## config.mk

```make
export PLATFORM = sky130hd
export DESIGN_NAME = fifo_read
export DESIGN_NICKNAME = d
export VERILOG_FILES = /design/src/rtl/fifo_read.sv
export SDC_FILE = /design/constraint.sdc
export NUM_CORES = 1
export LEC_CHECK = 0
export ABC_AREA = 0
export BUFFER_PORTS_ARGS = -buffer_cell sky130_fd_sc_hd__buf_2
export CORE_AREA = 2 2 97 99
export DETAILED_ROUTE_END_ITERATION = 10
export DIE_AREA = 0 0 99 101
export GPL_ROUTABILITY_DRIVEN = 0
export PLACE_DENSITY = 0.76
export SETUP_SLACK_MARGIN = 0.4
export SLEW_MARGIN = 10
export SYNTH_ARGS = -nofsm -noshare
export SYNTH_HDL_FRONTEND = slang
export SYNTH_SLANG_ARGS = --single-unit
```

## constraint.sdc

```tcl
create_clock -name clk -period 2.9 [get_ports clk]
set_clock_uncertainty 0.15 [all_clocks]
set_input_delay 0.29 -clock clk [delete_from_list [all_inputs] [get_ports clk]]
set_output_delay 0.29 -clock clk [all_outputs]
set_load 0.02 [all_outputs]
```

## src/rtl/fifo_read.sv

```systemverilog
// fifo_read: sys_clk-domain reader/checker for the test-pattern loopback.
// On an fs/fd job handshake it drains data_len bytes from a standard-mode FIFO,
// compares each byte against the writer's pattern (byte 0 = part, byte k = k mod 256),
// and reports a sticky error plus the received-byte count.
// Optional feature: define FIFO_READ_ERRCNT_EN to enable the per-job mismatch counter
// on err_cnt; without it err_cnt is tied to zero.
//
// state | meaning
// IDLE  | waiting for fs; outputs from the last job held
// READ  | issuing FIFO reads and comparing returned bytes
// LAST  | job finished (done or timed out); fd high until fs drops
module fifo_read #(
    parameter int          LEN_WIDTH = 16,
    parameter logic [15:0] TIMEOUT   = 16'hFFFF
) (
    input  logic                 clk,
    input  logic                 rst,
    input  logic                 fs,
    output logic                 fd,
    output logic                 err,
    input  logic [LEN_WIDTH-1:0] data_len,
    input  logic [7:0]           part,
    output logic                 fifo_rxen,
    input  logic [7:0]           fifo_rxd,
    input  logic                 fifo_empty,
    output logic [LEN_WIDTH-1:0] rx_cnt,
    output logic [15:0]          err_cnt
);

    typedef enum logic [1:0] {IDLE, READ, LAST} state_t;

    localparam logic [LEN_WIDTH-1:0] LEN_ONE = 1;

    state_t               state_q, state_d;
    logic [LEN_WIDTH-1:0] len_q;
    logic [LEN_WIDTH-1:0] rd_cnt_q;
    logic [LEN_WIDTH-1:0] rx_cnt_q;
    logic [15:0]          tmo_cnt_q;
    logic                 rd_vld_q;
    logic                 err_q;

    logic                 start;
    logic                 more_to_read;
    logic                 starved;
    logic                 tmo_hit;
    logic                 mismatch;
    logic                 last_cmp;
    logic [7:0]           exp_byte;

    assign start        = (state_q == IDLE) && fs;
    assign more_to_read = rd_cnt_q < len_q;
    // Reads are gated by fs so an abort stops requests in the same cycle.
    assign fifo_rxen    = (state_q == READ) && fs && more_to_read && !fifo_empty;
    assign starved      = (state_q == READ) && fs && more_to_read && fifo_empty;
    assign tmo_hit      = starved && (tmo_cnt_q == TIMEOUT - 16'd1);
    assign exp_byte     = (rx_cnt_q == '0) ? part : rx_cnt_q[7:0];
    assign mismatch     = rd_vld_q && (fifo_rxd != exp_byte);
    assign last_cmp     = rd_vld_q && (rx_cnt_q == len_q - LEN_ONE);

    assign fd     = (state_q == LAST);
    assign err    = err_q;
    assign rx_cnt = rx_cnt_q;

    // State register.
    always_ff @(posedge clk or negedge rst) begin
        if (!rst) state_q <= IDLE;
        else      state_q <= state_d;
    end

    // Next-state logic; an fs drop in READ wins over completion or timeout.
    always_comb begin
        state_d = state_q;
        case (state_q)
            IDLE: if (fs) state_d = (data_len == '0) ? LAST : READ;
            READ: begin
                if (!fs)          state_d = IDLE;
                else if (last_cmp) state_d = LAST;
                else if (tmo_hit)  state_d = LAST;
            end
            LAST: if (!fs) state_d = IDLE;
            default: state_d = IDLE;
        endcase
    end

    // Read/compare datapath: request counter, return pipeline, timeout, sticky error.
    always_ff @(posedge clk or negedge rst) begin
        if (!rst) begin
            len_q     <= '0;
            rd_cnt_q  <= '0;
            rx_cnt_q  <= '0;
            tmo_cnt_q <= '0;
            rd_vld_q  <= 1'b0;
            err_q     <= 1'b0;
        end else if (start) begin
            len_q     <= data_len;
            rd_cnt_q  <= '0;
            rx_cnt_q  <= '0;
            tmo_cnt_q <= '0;
            rd_vld_q  <= 1'b0;
            err_q     <= 1'b0;
        end else begin
            rd_vld_q <= fifo_rxen;
            if (fifo_rxen) begin
                rd_cnt_q  <= rd_cnt_q + LEN_ONE;
                tmo_cnt_q <= '0;
            end else if (starved) begin
                tmo_cnt_q <= tmo_cnt_q + 16'd1;
            end
            if (rd_vld_q) rx_cnt_q <= rx_cnt_q + LEN_ONE;
            if (mismatch || tmo_hit) err_q <= 1'b1;
        end
    end

`ifdef FIFO_READ_ERRCNT_EN
    logic [15:0] err_cnt_q;

    // Per-job saturating mismatch counter; timeouts are not counted.
    always_ff @(posedge clk or negedge rst) begin
        if (!rst)                                    err_cnt_q <= 16'h0000;
        else if (start)                              err_cnt_q <= 16'h0000;
        else if (mismatch && err_cnt_q != 16'hFFFF) err_cnt_q <= err_cnt_q + 16'd1;
    end

    assign err_cnt = err_cnt_q;
`else
    assign err_cnt = 16'h0000;
`endif

endmodule
```

* Word-level counts from Yosys, hierarchy flattened *
Cells that the tools add are included.

storage, ports and cells
  bits in registers = 68
  bits in latches = 0
  bits in writable memories = 0
  ROM bits = 0
  output and inout bits = 35
  memories = 0

operators by class
  $add $sub $neg = 4
  $mul = 0
  divide/modulo/power cells = 0
  order comparisons = 1
  eq/ne operators = 8
  shifts and indexed selects = 0
  mux-type cells = 18
  bitwise gates (word level) = 0
  reduce and logical (&&, ||, !) cells = 18

operators with widths
  cell                                                count
  two-way mux 16 bit                                  7
  adder 16 x 1 -> 16 bit, second input constant       3
  zero test 16 bit                                    2
  == test 16 bit                                      1
  == test 16 bit, second input constant               1
  < comparator 16 bit                                 1
  subtractor 16 x 1 -> 16 bit, second input constant  1
  two-way mux 2 bit                                   6
  logical AND 1 bit                                   8
  two-way mux 8 bit                                   1
  inequality test 8 bit                               1
  case mux 2 bit (3 select lines)                     1
  nonzero test 2 bit                                  3
  inequality test 2 bit, second input constant        2
  inequality test 4 bit, second input constant        1
  two-way mux 1 bit                                   3
  AND reduction 3 bit                                 1
  nonzero test 3 bit                                  1
  == test 2 x 1 -> 1 bit, second input constant       1
  == test 2 bit, second input constant                1
  zero test 2 bit                                     1
  zero test 1 bit                                     1
  logical OR 1 bit                                    1

* Logic depth before layout (Yosys ltp) *
  depth after elaboration = 9
  mapped depth = 11
  gate-level depth less buffers = 10

* Worst setup path after synthesis *
Ideal clock, no wire load.

  path kind = register -> register
  start = register len_q[10]
  end = register tmo_cnt_q[5]
  library setup time = 134 ps
  arrival = 2401 ps
  data required time = 2616 ps
  setup slack = 215 ps
  cell stages (with the launch flop) = 12
  clock period less this slack = 2685 ps
  cells stage by stage = dfrtp_1 -> inv_1 -> ha_1 -> a21o_1 -> a2111oi_0 -> o31a_1 -> o21ai_1 -> and2_1 -> clkbuf_1 -> clkbuf_1 -> o21ai_0 -> o41ai_1

on the way
  longest elaborated chain between the ends = 5
  elaborated cells on any way between the ends = 7
  those cells by class = order compare: 1; mux: 2; reduce/logical: 4

ends and longest elaborated chain
  what                      line    source
  start: declaration        35      logic [LEN_WIDTH-1:0] len_q;
  start signal: assignment  95      len_q <= data_len;
  < comparator 16 bit *     51      assign more_to_read = rd_cnt_q < len_q;
  logical AND 1 bit *       53, 54
  logical AND 1 bit         53      assign fifo_rxen = (state_q == READ) && fs && more_to_read && !fifo_empty;
  two-way mux 16 bit        103     if (fifo_rxen) begin
  two-way mux 16 bit        94      end else if (start) begin
  end signal: assignment    107     tmo_cnt_q <= tmo_cnt_q + 16'd1;
  end: declaration          38      logic [15:0] tmo_cnt_q;

Every way passes the cells marked *; elsewhere a longest branch is shown, timed or not.
A chain may end at the register's enable or synchronous reset.

* Worst setup path in the final report *
  start = register rd_cnt_q[5]
  end = register err_q (netlist: err)

on the way
  longest elaborated chain between the ends = 6

ends and longest elaborated chain
  what                            line  source
  start: declaration              36    logic [LEN_WIDTH-1:0] rd_cnt_q;
  start signal: assignment        104   rd_cnt_q <= rd_cnt_q + LEN_ONE;
  < comparator 16 bit             51
  logical AND 1 bit (2 in a row)  54    assign starved = (state_q == READ) && fs && more_to_read && fifo_empty;
  logical AND 1 bit               55    assign tmo_hit = starved && (tmo_cnt_q == TIMEOUT - 16'd1);
  logical OR 1 bit                110   if (mismatch || tmo_hit) err_q <= 1'b1;
  nonzero test 2 bit (no line)    -
  end signal: assignment          93    err_q <= 1'b0;
  end signal: assignment          100   err_q <= 1'b0;
  end signal: assignment          110
  end: declaration                40    logic err_q;

Every way passes these cells.

==> results.rst <==
.. list-table::
   :header-rows: 1

   * - Metric
     - Value
   * - Outcome
     - complete, but fails checks
   * - Violated checks
     - negative hold slack
   * - Final #Nets
     - 683
   * - Share of the cycle needed by the critical path after routing
     - 98.8%
   * - Seq/Total Area, Yosys
     - 37.3%
   * - Yosys warning total
     - 0
   * - DIE HEIGHT
     - 101 um
   * - Register share of total power
     - 36.4%
   * - Hold Vio Cnt, Final
     - 35
   * - Clock buffer count from CTS
     - 9
   * - Root buf cell
     - clkbuf_8
   * - Synth async-reset ratio
     - 100%
   * - Largest incremental delay on the critical path
     - 440 ps
   * - Remaining global-route overflow
     - 0
   * - Reported net switching power
     - 973 uW
   * - GRT Resource Usage Total
     - 24.3%
   * - Cells along the critical path
     - ha_1, and3_1, a211oi_4, or4_4, o211ai_1, buf_4, buf_6, nor2_1, nor2_1, a21oi_1
   * - Flip-flop and latch count after synthesis
     - 68
   * - Average footprint of a synthesized cell
     - 8.52 um^2
   * - Horizontal die dimension
     - 99 um
   * - # Max-Cap Violations
     - 0
   * - Areal power density over the cells
     - 511 mW/mm^2
   * - Register-to-register setup slack
     - 40 ps
   * - CTS tree
     - done
   * - Leading area contributor after synthesis
     - dfrtp_1
   * - Post-place setup slack
     - 142 ps
   * - Post-route setup slack
     - 36.2 ps
   * - Worst path bufs/invs
     - 2
   * - Via count of the first global-routing pass
     - 4136
   * - Number of distinct library cells after synthesis
     - 57
   * - R2R Path Start
     - rd_cnt_q[5]
   * - Overall via count from detail_route
     - 4436
   * - CORE AREA
     - 0.00898 mm^2
   * - IO Count
     - 71
   * - Sum of negative setup slack
     - 0 ps
   * - Fraction of final layout cells sized beyond drive strength 1
     - 26.8%
   * - Clock transition at the registers of the reported paths
     - 90 ps
   * - Peak Freq
     - 349 MHz
   * - Sum of routed wire length over all layers
     - 12800 um
   * - Residual DRC
     - 0
   * - Critical path data arrival time
     - 2950 ps
   * - Least-Margin Pin Slew
     - 860 ps
   * - Synthesized instance count
     - 536
   * - Antenna Violating Nets Remaining
     - 0
   * - # port buffers
     - 54
   * - Fillcell total
     - 667
   * - Data required time at the worst endpoint
     - 2980 ps
   * - HP Class
     - primary input to async pin
   * - CP delay by family, top
     - simple AND/OR/NAND/NOR gates
   * - Internal cell power
     - 2.00 mW
   * - Timing endpoint of the critical path
     - err
   * - Cell repeated most along the worst path
     - nor2_1
   * - Number of antenna violations at the first check in global routing
     - 0
   * - Final cell count without fillers
     - 742
   * - H-tree depth
     - 3
   * - Netlist area before placement
     - 0.00457 mm^2
   * - Number of cells on the worst reg-to-reg path
     - 10
   * - Detailed-route wire length per cell
     - 17.3 um
   * - Area Overhead vs Synth
     - 27.4%
   * - Worst setup EP type
     - register
   * - Leak Pwr
     - 2.75 nW
   * - Share of total power in the clock network
     - 33.4%
   * - HPWL reported at the end of detailed placement
     - 8170 um
   * - Total number of placement rows
     - 35
   * - Die area
     - 0.0100 mm^2
   * - Total setup violations reported at the end of the flow
     - 0
   * - Setup CP Type
     - register to register
   * - Post-route worst hold slack
     - -34.9 ps
   * - Maximum buffer depth of the clock tree
     - 2
   * - Origin of the worst setup path
     - rd_cnt_q[5]
   * - Pre-antenna DRT Iters
     - 5
   * - Critical path's slowest cell
     - dfrtp_1
   * - Number of placed instances, taps included
     - 694
   * - Antenna cell count
     - 0
   * - Sinks on Clock Net
     - 68
   * - Post-layout min period
     - 2860 ps
   * - Flip-flop cell with the highest count after synthesis
     - dfrtp_1
   * - Starting DRT DRC Count
     - 368
   * - Number of pins exceeding their max-slew limit in the final report
     - 0
   * - Switching fraction of total power
     - 32.7%
   * - Post-detailed-route via-to-cell ratio
     - 5.98
   * - Worst vdd ir
     - 301 uV
   * - Reg-to-reg critical path endpoint
     - err
   * - Count of hold-fix buffers inserted at cts
     - 0
   * - Largest fanout of any net on the critical path
     - 6
   * - Relative contribution of combinational cells to total power
     - 30.2%
   * - Largest net degree at the start of global routing
     - 69
   * - RSZ-0062 raised after global routing
     - yes
   * - Clock insertion delay at the later pin of the skew report
     - 360 ps
   * - First-pass GRT wire length
     - 19500 um
   * - Max transition margin
     - 42.7%
   * - Number of logic stages on the critical path including buffering
     - 10
   * - Cell types occupying the most area after synthesis
     - dfrtp_1 37%, ha_1 5.8%, o21ai_0 5.5%
   * - Number of flops mapped to enable cells by yosys
     - 0
   * - Category of the worst setup path launch point
     - register
   * - Synth top area share
     - 37.3%
   * - Initial Util
     - 50.9%
layout make-up:
cell class / instances / area [um^2] / area share, %
clock buffer: 10 / 138 / 2.37
clock inverter: 6 / 111 / 1.91
inverter: 36 / 140 / 2.41
multi-input combinational: 409 / 2880 / 49.6
sequential: 68 / 1710 / 29.4
tap: 111 / 139 / 2.39
timing repair buffer: 102 / 696 / 12.0
state kept, by name, indices dropped and copies added, names as in the netlist:
register and cells:
len_q 16, tmo_cnt_q 16, err 1, rd_vld_q 1, rx_cnt 16, state_q 2, rd_cnt_q 16
routing by layer:
metal	wire length [um]	vias up	track usage, %
met5	0	-	0
met4	450	0	10.4
met3	804	37	3.88
met2	6190	208	40.0
met1	5390	2122	31.9
li1	-	2069	-
worst reg2reg max path, cell delays in order (launching register included):
cell      delay (ps)
dfrtp_1          440
ha_1             350
and3_1           290
a211oi_4          80
or4_4            440
o211ai_1         380
buf_4            210
buf_6            120
nor2_1            60
nor2_1           130
a21oi_1           90
worst min path at each step:
stage / start / to / slack, ps / cells after the start
after floorplan: rst / err / -160 / 0
after global placement: tmo_cnt_q[10] / tmo_cnt_q[10] / 320 / 1
after detailed placement: tmo_cnt_q[10] / tmo_cnt_q[10] / 340 / 1
after CTS: rst / rx_cnt[15] / 6 / 2
after global routing: data_len[7] / len_q[7] / 20 / 3
final: rst / rx_cnt[15] / -30 / 2
logic make-up (layout without fill, tap and decap cells):
logic type | count (synthesis) | count (layout) | share of synthesized area, %
XOR/XNOR | 42 | 42 | 8.05
other | 1 | 16 | 0.0821
adder cells (fa/ha/maj) | 21 | 21 | 5.75
AND/OR/NAND/NOR | 203 | 203 | 23.1
multiplexers | 5 | 5 | 1.10
buffers and inverters | 74 | 154 | 7.42
AO/OA/AOI/OAI | 122 | 122 | 17.2
flip-flops | 68 | 68 | 37.3
per-stage QoR:
stage	utilization, %	area [um^2]	power, mW
after floorplan	-	4650	1.56
after global placement	55.5	4980	1.75
after detailed placement	55.5	4980	1.77
after CTS	61.1	5490	2.82
after global routing	64.8	5820	3.11
final	64.8	5820	2.97
repair_timing:
action | CTS | global route
cloned | 0 | 3
endpoints found under the setup margin | 32 | 35
setup buffers | 15 | 14
resized for setup | 31 | 46
pin swaps | 10 | 20
cell usage after synthesis (all sizes together) (15+ instances only):
master  instances
buf            18
nand4          15
nand3          25
nor2           45
inv            35
clkbuf         20
nand2b         15
xnor2          19
dfrtp          68
a21oi          18
xor2           23
nand2          38
o21ai          51
ha             21
cell usage in the layout (no fill, tap or decap), drive strengths merged, types with 8 or more instances in the layout:
master	Yosys	routed
dfrtp	68	68
xor2	23	23
conb	1	16
inv	35	35
o21ai	51	51
or3	9	9
nand4	15	15
nand2	38	38
buf	18	101
clkbuf	20	11
nand3	25	25
nor4	11	11
o31ai	8	8
ha	21	21
xnor2	19	19
and3	12	12
nor3	13	13
a21oi	18	18
nand2b	15	15
nor2	45	45
power groups by stage:
stage / combinational (mW) / sequential (mW) / clock, mW
2_1_floorplan: 0.450 / 1.11 / 0
3_3_place_gp: 0.637 / 1.11 / 0
3_5_place_dp: 0.657 / 1.12 / 0
4_1_cts: 0.745 / 1.09 / 0.993
5_1_grt: 0.976 / 1.09 / 1.04
6_report: 0.897 / 1.08 / 0.993
(Power assumes the default switching activity.)
